===== config.mk =====
export PLATFORM = sky130hd
export DESIGN_NAME = sram_req_arbiter_flat
export DESIGN_NICKNAME = d
export VERILOG_FILES = /design/src/rtl/sram_req_arbiter_if.sv /design/src/rtl/sram_req_arbiter.sv /design/src/flat_wrapper.sv
export SDC_FILE = /design/constraint.sdc
export NUM_CORES = 1
export LEC_CHECK = 0
export CORE_AREA = 8 8 119 121
export DETAILED_ROUTE_END_ITERATION = 8
export DIE_AREA = 0 0 127 129
export GPL_TIMING_DRIVEN = 0
export PLACE_DENSITY = 0.7
export SLEW_MARGIN = 30
export SYNTH_ARGS = -nofsm -noshare
export SYNTH_HDL_FRONTEND = slang
export SYNTH_SLANG_ARGS = --single-unit
export TNS_END_PERCENT = 20

===== constraint.sdc =====
create_clock -name clk -period 3.1 [get_ports clk]
set_input_delay 0.775 -clock clk [delete_from_list [all_inputs] [get_ports clk]]
set_output_delay 0.775 -clock clk [all_outputs]
set_load 0.03 [all_outputs]

===== src/rtl/sram_req_arbiter_if.sv =====
// Sram-like request/response bus: one address phase per req/addr_ok, one data_ok per accepted request.
interface sram_req_arbiter_if;
  logic        req;
  logic        wr;
  logic [1:0]  size;
  logic [3:0]  wstrb;
  logic [31:0] addr;
  logic [31:0] wdata;
  logic        addr_ok;
  logic        data_ok;
  logic [31:0] rdata;

  modport master (
    output req, wr, size, wstrb, addr, wdata,
    input  addr_ok, data_ok, rdata
  );

  modport slave (
    input  req, wr, size, wstrb, addr, wdata,
    output addr_ok, data_ok, rdata
  );
endinterface


===== src/rtl/sram_req_arbiter.sv =====
// Shares one sram-like port between the inst and data masters; data has priority, a stalled
// address phase keeps its grant, and an in-order ID FIFO routes each data_ok back to its issuer.
module sram_req_arbiter #(
  parameter int unsigned OUTS_DEPTH = 4,
  parameter int unsigned PTR_W      = 2
) (
  input  logic                      clk,
  input  logic                      reset,
  sram_req_arbiter_if.slave         inst_if,
  sram_req_arbiter_if.slave         data_if,
  sram_req_arbiter_if.master        mem_if,
  output logic                      resp_err
);

  localparam int unsigned CNT_W = PTR_W + 1;

  typedef enum logic [1:0] {
    S_FREE   = 2'd0,
    S_LOCK_I = 2'd1,
    S_LOCK_D = 2'd2
  } state_e;

  state_e                  state_q;
  logic [PTR_W-1:0]        wr_ptr_q;
  logic [PTR_W-1:0]        rd_ptr_q;
  logic [CNT_W-1:0]        cnt_q;
  logic [OUTS_DEPTH-1:0]   ids_q;
  logic                    resp_err_q;

  logic full;
  logic empty;
  logic gnt_valid;
  logic gnt_data;
  logic sel_req;
  logic mem_req;
  logic push;
  logic pop;
  logic head_id;

  assign full  = (cnt_q == CNT_W'(OUTS_DEPTH));
  assign empty = (cnt_q == '0);

  // Grant: locked master wins outright; otherwise data over inst, and nobody while full.
  always_comb begin
    gnt_valid = 1'b0;
    gnt_data  = 1'b0;
    case (state_q)
      S_LOCK_I: gnt_valid = 1'b1;
      S_LOCK_D: begin
        gnt_valid = 1'b1;
        gnt_data  = 1'b1;
      end
      default: begin
        if (!full) begin
          if (data_if.req) begin
            gnt_valid = 1'b1;
            gnt_data  = 1'b1;
          end else if (inst_if.req) begin
            gnt_valid = 1'b1;
          end
        end
      end
    endcase
  end

  assign sel_req = gnt_data ? data_if.req : inst_if.req;
  assign mem_req = gnt_valid & sel_req & ~full;
  assign push    = mem_req & mem_if.addr_ok;

  always_comb begin
    mem_if.wr    = 1'b0;
    mem_if.size  = 2'd0;
    mem_if.wstrb = 4'd0;
    mem_if.addr  = 32'd0;
    mem_if.wdata = 32'd0;
    if (gnt_valid && gnt_data) begin
      mem_if.wr    = data_if.wr;
      mem_if.size  = data_if.size;
      mem_if.wstrb = data_if.wstrb;
      mem_if.addr  = data_if.addr;
      mem_if.wdata = data_if.wdata;
    end else if (gnt_valid) begin
      mem_if.wr    = inst_if.wr;
      mem_if.size  = inst_if.size;
      mem_if.wstrb = inst_if.wstrb;
      mem_if.addr  = inst_if.addr;
      mem_if.wdata = inst_if.wdata;
    end
  end

  assign mem_if.req      = mem_req;
  assign inst_if.addr_ok = push & ~gnt_data;
  assign data_if.addr_ok = push & gnt_data;

  // Responses come back in issue order, so the FIFO head names the owner.
  assign head_id         = ids_q[rd_ptr_q];
  assign pop             = mem_if.data_ok & ~empty;
  assign inst_if.data_ok = pop & ~head_id;
  assign data_if.data_ok = pop & head_id;
  assign inst_if.rdata   = mem_if.rdata;
  assign data_if.rdata   = mem_if.rdata;
  assign resp_err        = resp_err_q;

  always_ff @(posedge clk) begin
    if (reset) begin
      state_q    <= S_FREE;
      wr_ptr_q   <= '0;
      rd_ptr_q   <= '0;
      cnt_q      <= '0;
      ids_q      <= '0;
      resp_err_q <= 1'b0;
    end else begin
      case (state_q)
        S_FREE: begin
          if (mem_req && !mem_if.addr_ok) begin
            state_q <= gnt_data ? S_LOCK_D : S_LOCK_I;
          end
        end
        S_LOCK_I: if (!inst_if.req || mem_if.addr_ok) state_q <= S_FREE;
        S_LOCK_D: if (!data_if.req || mem_if.addr_ok) state_q <= S_FREE;
        default:  state_q <= S_FREE;
      endcase

      if (push) begin
        ids_q[wr_ptr_q] <= gnt_data;
        wr_ptr_q        <= wr_ptr_q + PTR_W'(1);
      end
      if (pop) begin
        rd_ptr_q <= rd_ptr_q + PTR_W'(1);
      end
      case ({push, pop})
        2'b10:   cnt_q <= cnt_q + CNT_W'(1);
        2'b01:   cnt_q <= cnt_q - CNT_W'(1);
        default: cnt_q <= cnt_q;
      endcase

      // A response with nothing outstanding means the memory side lost sync.
      if (mem_if.data_ok && empty) begin
        resp_err_q <= 1'b1;
      end
    end
  end

endmodule

===== src/flat_wrapper.sv =====
// flat-port wrapper written by rule: the top's interface ports become plain ports
module sram_req_arbiter_flat 
#(
  parameter int unsigned OUTS_DEPTH = 4,
  parameter int unsigned PTR_W      = 2
)
  (clk, reset, resp_err, inst_if_req, inst_if_wr, inst_if_size, inst_if_wstrb, inst_if_addr, inst_if_wdata, inst_if_addr_ok, inst_if_data_ok, inst_if_rdata, data_if_req, data_if_wr, data_if_size, data_if_wstrb, data_if_addr, data_if_wdata, data_if_addr_ok, data_if_data_ok, data_if_rdata, mem_if_req, mem_if_wr, mem_if_size, mem_if_wstrb, mem_if_addr, mem_if_wdata, mem_if_addr_ok, mem_if_data_ok, mem_if_rdata);
  sram_req_arbiter_if inst_if_i ();
  sram_req_arbiter_if data_if_i ();
  sram_req_arbiter_if mem_if_i ();
  input  logic clk;
  input  logic reset;
  output logic resp_err;
  input wire logic [$bits(inst_if_i.req)-1:0] inst_if_req;
  input wire logic [$bits(inst_if_i.wr)-1:0] inst_if_wr;
  input wire logic [$bits(inst_if_i.size)-1:0] inst_if_size;
  input wire logic [$bits(inst_if_i.wstrb)-1:0] inst_if_wstrb;
  input wire logic [$bits(inst_if_i.addr)-1:0] inst_if_addr;
  input wire logic [$bits(inst_if_i.wdata)-1:0] inst_if_wdata;
  output wire logic [$bits(inst_if_i.addr_ok)-1:0] inst_if_addr_ok;
  output wire logic [$bits(inst_if_i.data_ok)-1:0] inst_if_data_ok;
  output wire logic [$bits(inst_if_i.rdata)-1:0] inst_if_rdata;
  input wire logic [$bits(data_if_i.req)-1:0] data_if_req;
  input wire logic [$bits(data_if_i.wr)-1:0] data_if_wr;
  input wire logic [$bits(data_if_i.size)-1:0] data_if_size;
  input wire logic [$bits(data_if_i.wstrb)-1:0] data_if_wstrb;
  input wire logic [$bits(data_if_i.addr)-1:0] data_if_addr;
  input wire logic [$bits(data_if_i.wdata)-1:0] data_if_wdata;
  output wire logic [$bits(data_if_i.addr_ok)-1:0] data_if_addr_ok;
  output wire logic [$bits(data_if_i.data_ok)-1:0] data_if_data_ok;
  output wire logic [$bits(data_if_i.rdata)-1:0] data_if_rdata;
  output wire logic [$bits(mem_if_i.req)-1:0] mem_if_req;
  output wire logic [$bits(mem_if_i.wr)-1:0] mem_if_wr;
  output wire logic [$bits(mem_if_i.size)-1:0] mem_if_size;
  output wire logic [$bits(mem_if_i.wstrb)-1:0] mem_if_wstrb;
  output wire logic [$bits(mem_if_i.addr)-1:0] mem_if_addr;
  output wire logic [$bits(mem_if_i.wdata)-1:0] mem_if_wdata;
  input wire logic [$bits(mem_if_i.addr_ok)-1:0] mem_if_addr_ok;
  input wire logic [$bits(mem_if_i.data_ok)-1:0] mem_if_data_ok;
  input wire logic [$bits(mem_if_i.rdata)-1:0] mem_if_rdata;
  assign inst_if_i.req = inst_if_req;
  assign inst_if_i.wr = inst_if_wr;
  assign inst_if_i.size = inst_if_size;
  assign inst_if_i.wstrb = inst_if_wstrb;
  assign inst_if_i.addr = inst_if_addr;
  assign inst_if_i.wdata = inst_if_wdata;
  assign inst_if_addr_ok = inst_if_i.addr_ok;
  assign inst_if_data_ok = inst_if_i.data_ok;
  assign inst_if_rdata = inst_if_i.rdata;
  assign data_if_i.req = data_if_req;
  assign data_if_i.wr = data_if_wr;
  assign data_if_i.size = data_if_size;
  assign data_if_i.wstrb = data_if_wstrb;
  assign data_if_i.addr = data_if_addr;
  assign data_if_i.wdata = data_if_wdata;
  assign data_if_addr_ok = data_if_i.addr_ok;
  assign data_if_data_ok = data_if_i.data_ok;
  assign data_if_rdata = data_if_i.rdata;
  assign mem_if_req = mem_if_i.req;
  assign mem_if_wr = mem_if_i.wr;
  assign mem_if_size = mem_if_i.size;
  assign mem_if_wstrb = mem_if_i.wstrb;
  assign mem_if_addr = mem_if_i.addr;
  assign mem_if_wdata = mem_if_i.wdata;
  assign mem_if_i.addr_ok = mem_if_addr_ok;
  assign mem_if_i.data_ok = mem_if_data_ok;
  assign mem_if_i.rdata = mem_if_rdata;
  sram_req_arbiter #(.OUTS_DEPTH(OUTS_DEPTH), .PTR_W(PTR_W)) u_core (.clk(clk), .reset(reset), .inst_if(inst_if_i), .data_if(data_if_i), .mem_if(mem_if_i), .resp_err(resp_err));
endmodule

---- Yosys cells after proc, flatten, opt, wreduce, memory -nomap -nowiden ----
Index checks and enable logic that the tools add are counted.
cells by class
  multiplexer cells ....................... 29
  bitwise gates (word level) .............. 12
  add/subtract/negate cells ............... 4
  $lt $le $gt $ge ......................... 3
  eq/ne operators ......................... 8
  reduce and logical (&&, ||, !) cells .... 14
operator list
  kind                                                        count
  two-way mux 32 bit                                          4
  two-way mux 2 bit                                           6
  two-way mux 1 bit                                           11
  AND 1 bit                                                   8
  two-way mux 4 bit                                           2
  less-than comparator 2 x 3 -> 1 bit, second input constant  2
  != test 2 x 1 -> 1 bit, second input constant               3
  one-hot mux 2 bit (3 select lines)                          1
  one-hot mux 3 bit (2 select lines)                          1
  adder 2 x 1 -> 2 bit, second input constant                 2
  bitwise mux 4 bit                                           1
  equality test 2 x 1 -> 1 bit, second input constant         2
  equality test 2 bit, second input constant                  2
  logical AND 1 bit                                           4
  inverter 1 bit                                              4
  adder 3 x 1 -> 3 bit, second input constant                 1
  equality test 3 bit, second input constant                  1
  logical NOT 1 bit                                           3
  logical NOT 3 bit                                           1
  AND reduction 3 bit                                         1
  subtractor 3 x 1 -> 3 bit, second input constant            1
  binary-select mux 1 bit (select 2 bit)                      1
  demux 1 bit (select 2 bit)                                  1
  >= comparator 2 x 1 -> 1 bit, second input constant         1
  other kinds (5)                                             6
storage, ports and cells
  bits of input ports ..................... 180
  output and inout bits ................... 141
  logic and storage cells ................. 76
  register bits ........................... 14

---- Depth between registers and ports, before layout ----
  depth after elaboration ................. 9
  gate-level depth with buffers ........... 13
  depth with buffers taken out ............ 12

---- Least setup slack after synthesis ----
No wires, ideal clock.
  kind .................................... input-to-output
  start ................................... input port inst_if_req
  end ..................................... output port inst_if_addr_ok
  path slack .............................. 0.388 ns
  buffers on the path ..................... 1
  stages on the path ...................... 6
  arrival ................................. 1.937 ns
  path through ............................ nand2b_1 -> a311o_1 -> inv_2 -> buf_6 -> nand2_1 -> nor2_1
on the way
  longest elaborated chain between the ends .. 8
  elaborated cells between the ends (all ways) .. 9
  classes of those cells .................. mux (5); bitwise (4)
ends and longest elaborated chain
  what                         RTL line                text
  start: declaration           flat_wrapper.sv:14      input wire logic [$bits(inst_if_i.req)-1:0] inst_if_req;
  two-way mux 1 bit            sram_req_arbiter.sv:58  end else if (inst_if.req) begin
  two-way mux 1 bit            sram_req_arbiter.sv:55  if (data_if.req) begin
  two-way mux 1 bit            sram_req_arbiter.sv:54  if (!full) begin
  two-way mux 1 bit            sram_req_arbiter.sv:47  case (state_q)
  AND 1 bit (*) (2 in series)  sram_req_arbiter.sv:67  assign mem_req = gnt_valid & sel_req & ~full;
  net mem_if_req               flat_wrapper.sv:32      output wire logic [$bits(mem_if_i.req)-1:0] mem_if_req;
  AND 1 bit (*)                sram_req_arbiter.sv:68  assign push = mem_req & mem_if.addr_ok;
  AND 1 bit (*)                sram_req_arbiter.sv:92  assign inst_if.addr_ok = push & ~gnt_data;
  end: declaration             flat_wrapper.sv:20      output wire logic [$bits(inst_if_i.addr_ok)-1:0] inst_if_addr_ok;
The timed path passes the listed nets; every way through them passes the cells marked *.

---- Worst setup path after layout ----
  start ................................... input port data_if_req
  end ..................................... output port mem_if_wdata[12]
on the way
  longest elaborated chain between the ends .. 5
  elaborated cells between the ends (all ways) .. 9
  classes of those cells .................. mux (8); reduce/logical (1)
ends and longest elaborated chain
  what                                                                            RTL line                                        text
  start: declaration                                                              flat_wrapper.sv:23                              input wire logic [$bits(data_if_i.req)-1:0] data_if_req;
  two-way mux 1 bit                                                               sram_req_arbiter.sv:55
  two-way mux 1 bit                                                               sram_req_arbiter.sv:54
  one-hot mux 1 bit (2 select lines) / two-way mux 1 bit (equally long branches)  sram_req_arbiter.sv:47
  logical AND 1 bit / two-way mux 32 bit (equally long branches)                  sram_req_arbiter.sv:76, sram_req_arbiter.sv:82
  two-way mux 32 bit (*)                                                          sram_req_arbiter.sv:76                          if (gnt_valid && gnt_data) begin
  end: declaration                                                                flat_wrapper.sv:37                              output wire logic [$bits(mem_if_i.wdata)-1:0] mem_if_wdata;
Every way passes the cells marked *; elsewhere a longest branch is shown, timed or not.

==> impl_metrics.py <==
metrics = {
    "synthesis": {
        "postSynthCellCount": 251,
        "synth.distinct_cells": 34,
        "synth_edf_count": 0,
        "synth_flop_cell": "dfxtp_1",
        "ys_top_cells_by_area": "a22o_1 31%, buf_4 23%, dfxtp_1 14%, ha_1 4.9%, buf_2 2.7%",
        "yosys_warnings": 0,
        "ys_seq_area_share_pct": 13.7,
        "ys_seq_elements": 14,
        "synthArstFlopShare_pct": 0,
        "syn-num-nets": 440,
        "synth_top_area_share_pct": 30.8,
        "yosysTopAreaCell": "a22o_1",
        "netlist_area_mm2": 0.00205,
        "synth_area_per_cell_um2": 8.15,
    },
    "sta": {
        "hold_violations": 0,
        "setup_viol": 0,
        "timing.final.crit_share_pct": 95.8,
        "max_freq_mhz": 337,
        "timing.hold.ws_ps": 469,
        "min_period_ps": 2970,
        "worst_pin_slew_ps": 473,
        "rsz0062_at_grt": "no",
        "fin_skew_ps": 0.882,
        "finalMaxSlewViolations": 0,
        "worst_slew_margin_rel_pct": 68.5,
    },
    "power_and_ir_drop": {
        "pwr-share-seq_pct": 7.0,
        "power.switching_mw": 2.09,
        "clockPowerShare_pct": 7.0,
        "p_leak_nw": 2.26,
        "p_int_mw": 1.79,
        "switching_share_pct": 53.8,
        "p_per_area_mw_per_mm2": 753,
        "ir_drop_mv": 0.315,
        "pwr-share-comb_pct": 86.0,
        "power_mw": 3.87,
    },
    "global_routing": {
        "met3_usage_pct": 6.41,
        "gr-usage-met1_pct": 13.7,
        "overflow": 0,
        "grt-busiest-layer": "met2",
        "grt_util_all_layers_pct": 14.3,
        "grt_pass1_wl_mm": 18.5,
        "antenna_found_initial": 0,
        "use_met2_pct": 27.4,
        "grt_start_max_net_pins": 11,
        "first_global_vias": 3223,
    },
    "detailed_routing": {
        "routedWlPerCell_um": 19.3,
        "final_antenna_net_count": 0,
        "drt_iter0_drc": 113,
        "drt_pass1_iterations": 4,
        "via_per_inst": 4.33,
        "drc": 0,
        "totalWireLength_mm": 13.4,
        "vias": 3004,
    },
    "placement": {
        "portBuffers": 288,
        "hpwlAfterDp_mm": 12.0,
        "place.gp.congestion": 0.802,
    },
    "worst_setup_path": {
        "worst_ep_arrival_time_ps": 2200,
        "cp_max_fo": 10,
        "cp-start-kind": "input pin",
        "required_ps": 2320,
        "worstSetupEndpointType": "output pin",
        "crit_type": "in2out",
    },
    "floorplan": {
        "ios": 321,
        "core_mm2": 0.0123,
        "core.rowCount": 41,
        "fp.dieW_um": 127,
        "start_util_pct": 16.6,
        "die_area_mm2": 0.0164,
        "chipHeight_um": 129,
    },
    "final_layout": {
        "diodes": 0,
        "finalNetCount": 734,
        "area_growth_pct": 152,
        "multi_input_area_mm2": 0.00120,
        "drive_above_1_share_pct": 30.5,
        "nFillCells": 1213,
        "finish.utilization_pct": 41.8,
        "seq_area_um2": 280,
    },
    "flow_run": {
        "maxCapViolations": 0,
    },
    "clock_tree": {
        "clk_latency_ps": 240,
        "cts_made_buffers": 3,
        "clkSinkCount": 14,
        "htreeDepth": 1,
        "cts_tree": "done",
        "clk_pin_slew_ps": 50,
        "cts_root_buffer": "clkbuf_16",
        "cts_buffer_depth": 2,
    },
    "min_path": {
        "hold_class": "reg2reg",
    },
    "status": {
        "status": "complete, no violations",
    },
}
[cells by family (layout without fill, tap and decap cells)]
logic type,Yosys count,count (layout),share of synthesized area [%]
compound gates,87,87,35.6
xor+xnor,4,4,1.71
fa+ha+maj,9,9,5.87
buf+inv,91,384,29.5
flops,14,14,13.7
mux,5,5,3.06
simple gates,41,41,10.6
[cells in the mapped netlist (2+ instances only)]
master     n
a22o_1    72
buf_4     64
dfxtp_1   14
buf_2     11
nor2_1    10
nand3_1    9
ha_1       8
inv_1      8
nand2b_1   7
clkbuf_1   6
a21oi_1    5
nand2_1    5
mux2i_1    4
nor2b_1    3
o211ai_1   3
xor2_1     3
a21o_1     2
[power by group through the flow]
stage / Combinational, mW / Sequential (mW) / Clock [mW]
after CTS: 3.35 / 0.270 / 0.275
after floorplan: 2.01 / 0.272 / 0
after global routing: 3.52 / 0.278 / 0.286
after global placement: 3.43 / 0.270 / 0
final: 3.33 / 0.271 / 0.272
after detailed placement: 3.47 / 0.274 / 0
[registers in the layout, indices dropped and copies added, names as in the netlist]
| register | cells |
|---|---|
| u_core.ids_q | 4 |
| u_core.resp_err | 1 |
| u_core.cnt_q | 3 |
| u_core.rd_ptr_q | 2 |
| u_core.wr_ptr_q | 2 |
| u_core.state_q | 2 |
[worst max-delay path, stage by stage]
cell and delay (ps):
dlygate4sd2_1 290, nor2_1 110, nand2_1 90, o22ai_4 220
buf_6 170, clkbuf_4 200, a22o_1 160, buf_4 170
[final timing paths]
check	start	end	slack (ps)	cells past startpoint
setup reg to reg	u_core.state_q[0]	u_core.cnt_q[2]	290	13
hold reg to reg	u_core.resp_err	u_core.resp_err	470	2
setup / recovery	data_if_req	mem_if_wdata[12]	130	8
hold / removal	u_core.resp_err	u_core.resp_err	470	2
[cell usage in the layout (no fill, tap or decap), types with 2 or more instances in the layout]
cell and n:
nor2b_1 3, buf_4 96, a21o_1 2, buf_6 4, nand2_1 5, nor2_1 10
inv_1 8, ha_1 6, clkbuf_1 2, buf_2 27, clkbuf_4 2, clkbuf_16 3
nand2b_1 7, dlygate4sd2_1 4, xor2_1 3, clkdlybuf4s50_1 210, o211ai_1 3, a21oi_1 5
dfxtp_1 14, nand3_1 9, a22o_1 72, mux2i_1 4, clkdlybuf4s15_2 26
[per-layer routing]
layer  part of all wire (%)  vias to the layer above
li1                       -                     1444
met1                     34                     1323
met2                     52                      215
met3                     13                       22
met4                    1.8                        0
met5                      0                        -
[stage by stage]
stage          cells  worst slack, ps  area (um2)  TNS [ps]
3_3_place_gp     689            -1250        5120    -84430
4_1_cts          694             6.74        5130         0
2_1_floorplan    251              388        2050         0
3_5_place_dp     690            -1130        5120    -68560
6_report         694              130        5150         0
5_1_grt          694             11.0        5150         0
[area by class of cell]
type                    count  share of cell area, %
multi-input cells         146                   23.4
plain buffers              82                   11.9
inverters                   9                  0.656
repair buffers            289                   53.2
well taps                 150                   3.65
flip-flops and latches     14                   5.45
clock buffers               4                   1.73
[repair_timing]
action | in CTS | in global routing
gates resized for setup | 369 | 4
pin swaps | 2 | 2
buffers inserted | 0 | 0
setup endpoints to repair | 76 | 68
hold buffers | 0 | 0
(Power assumes the default switching activity.)
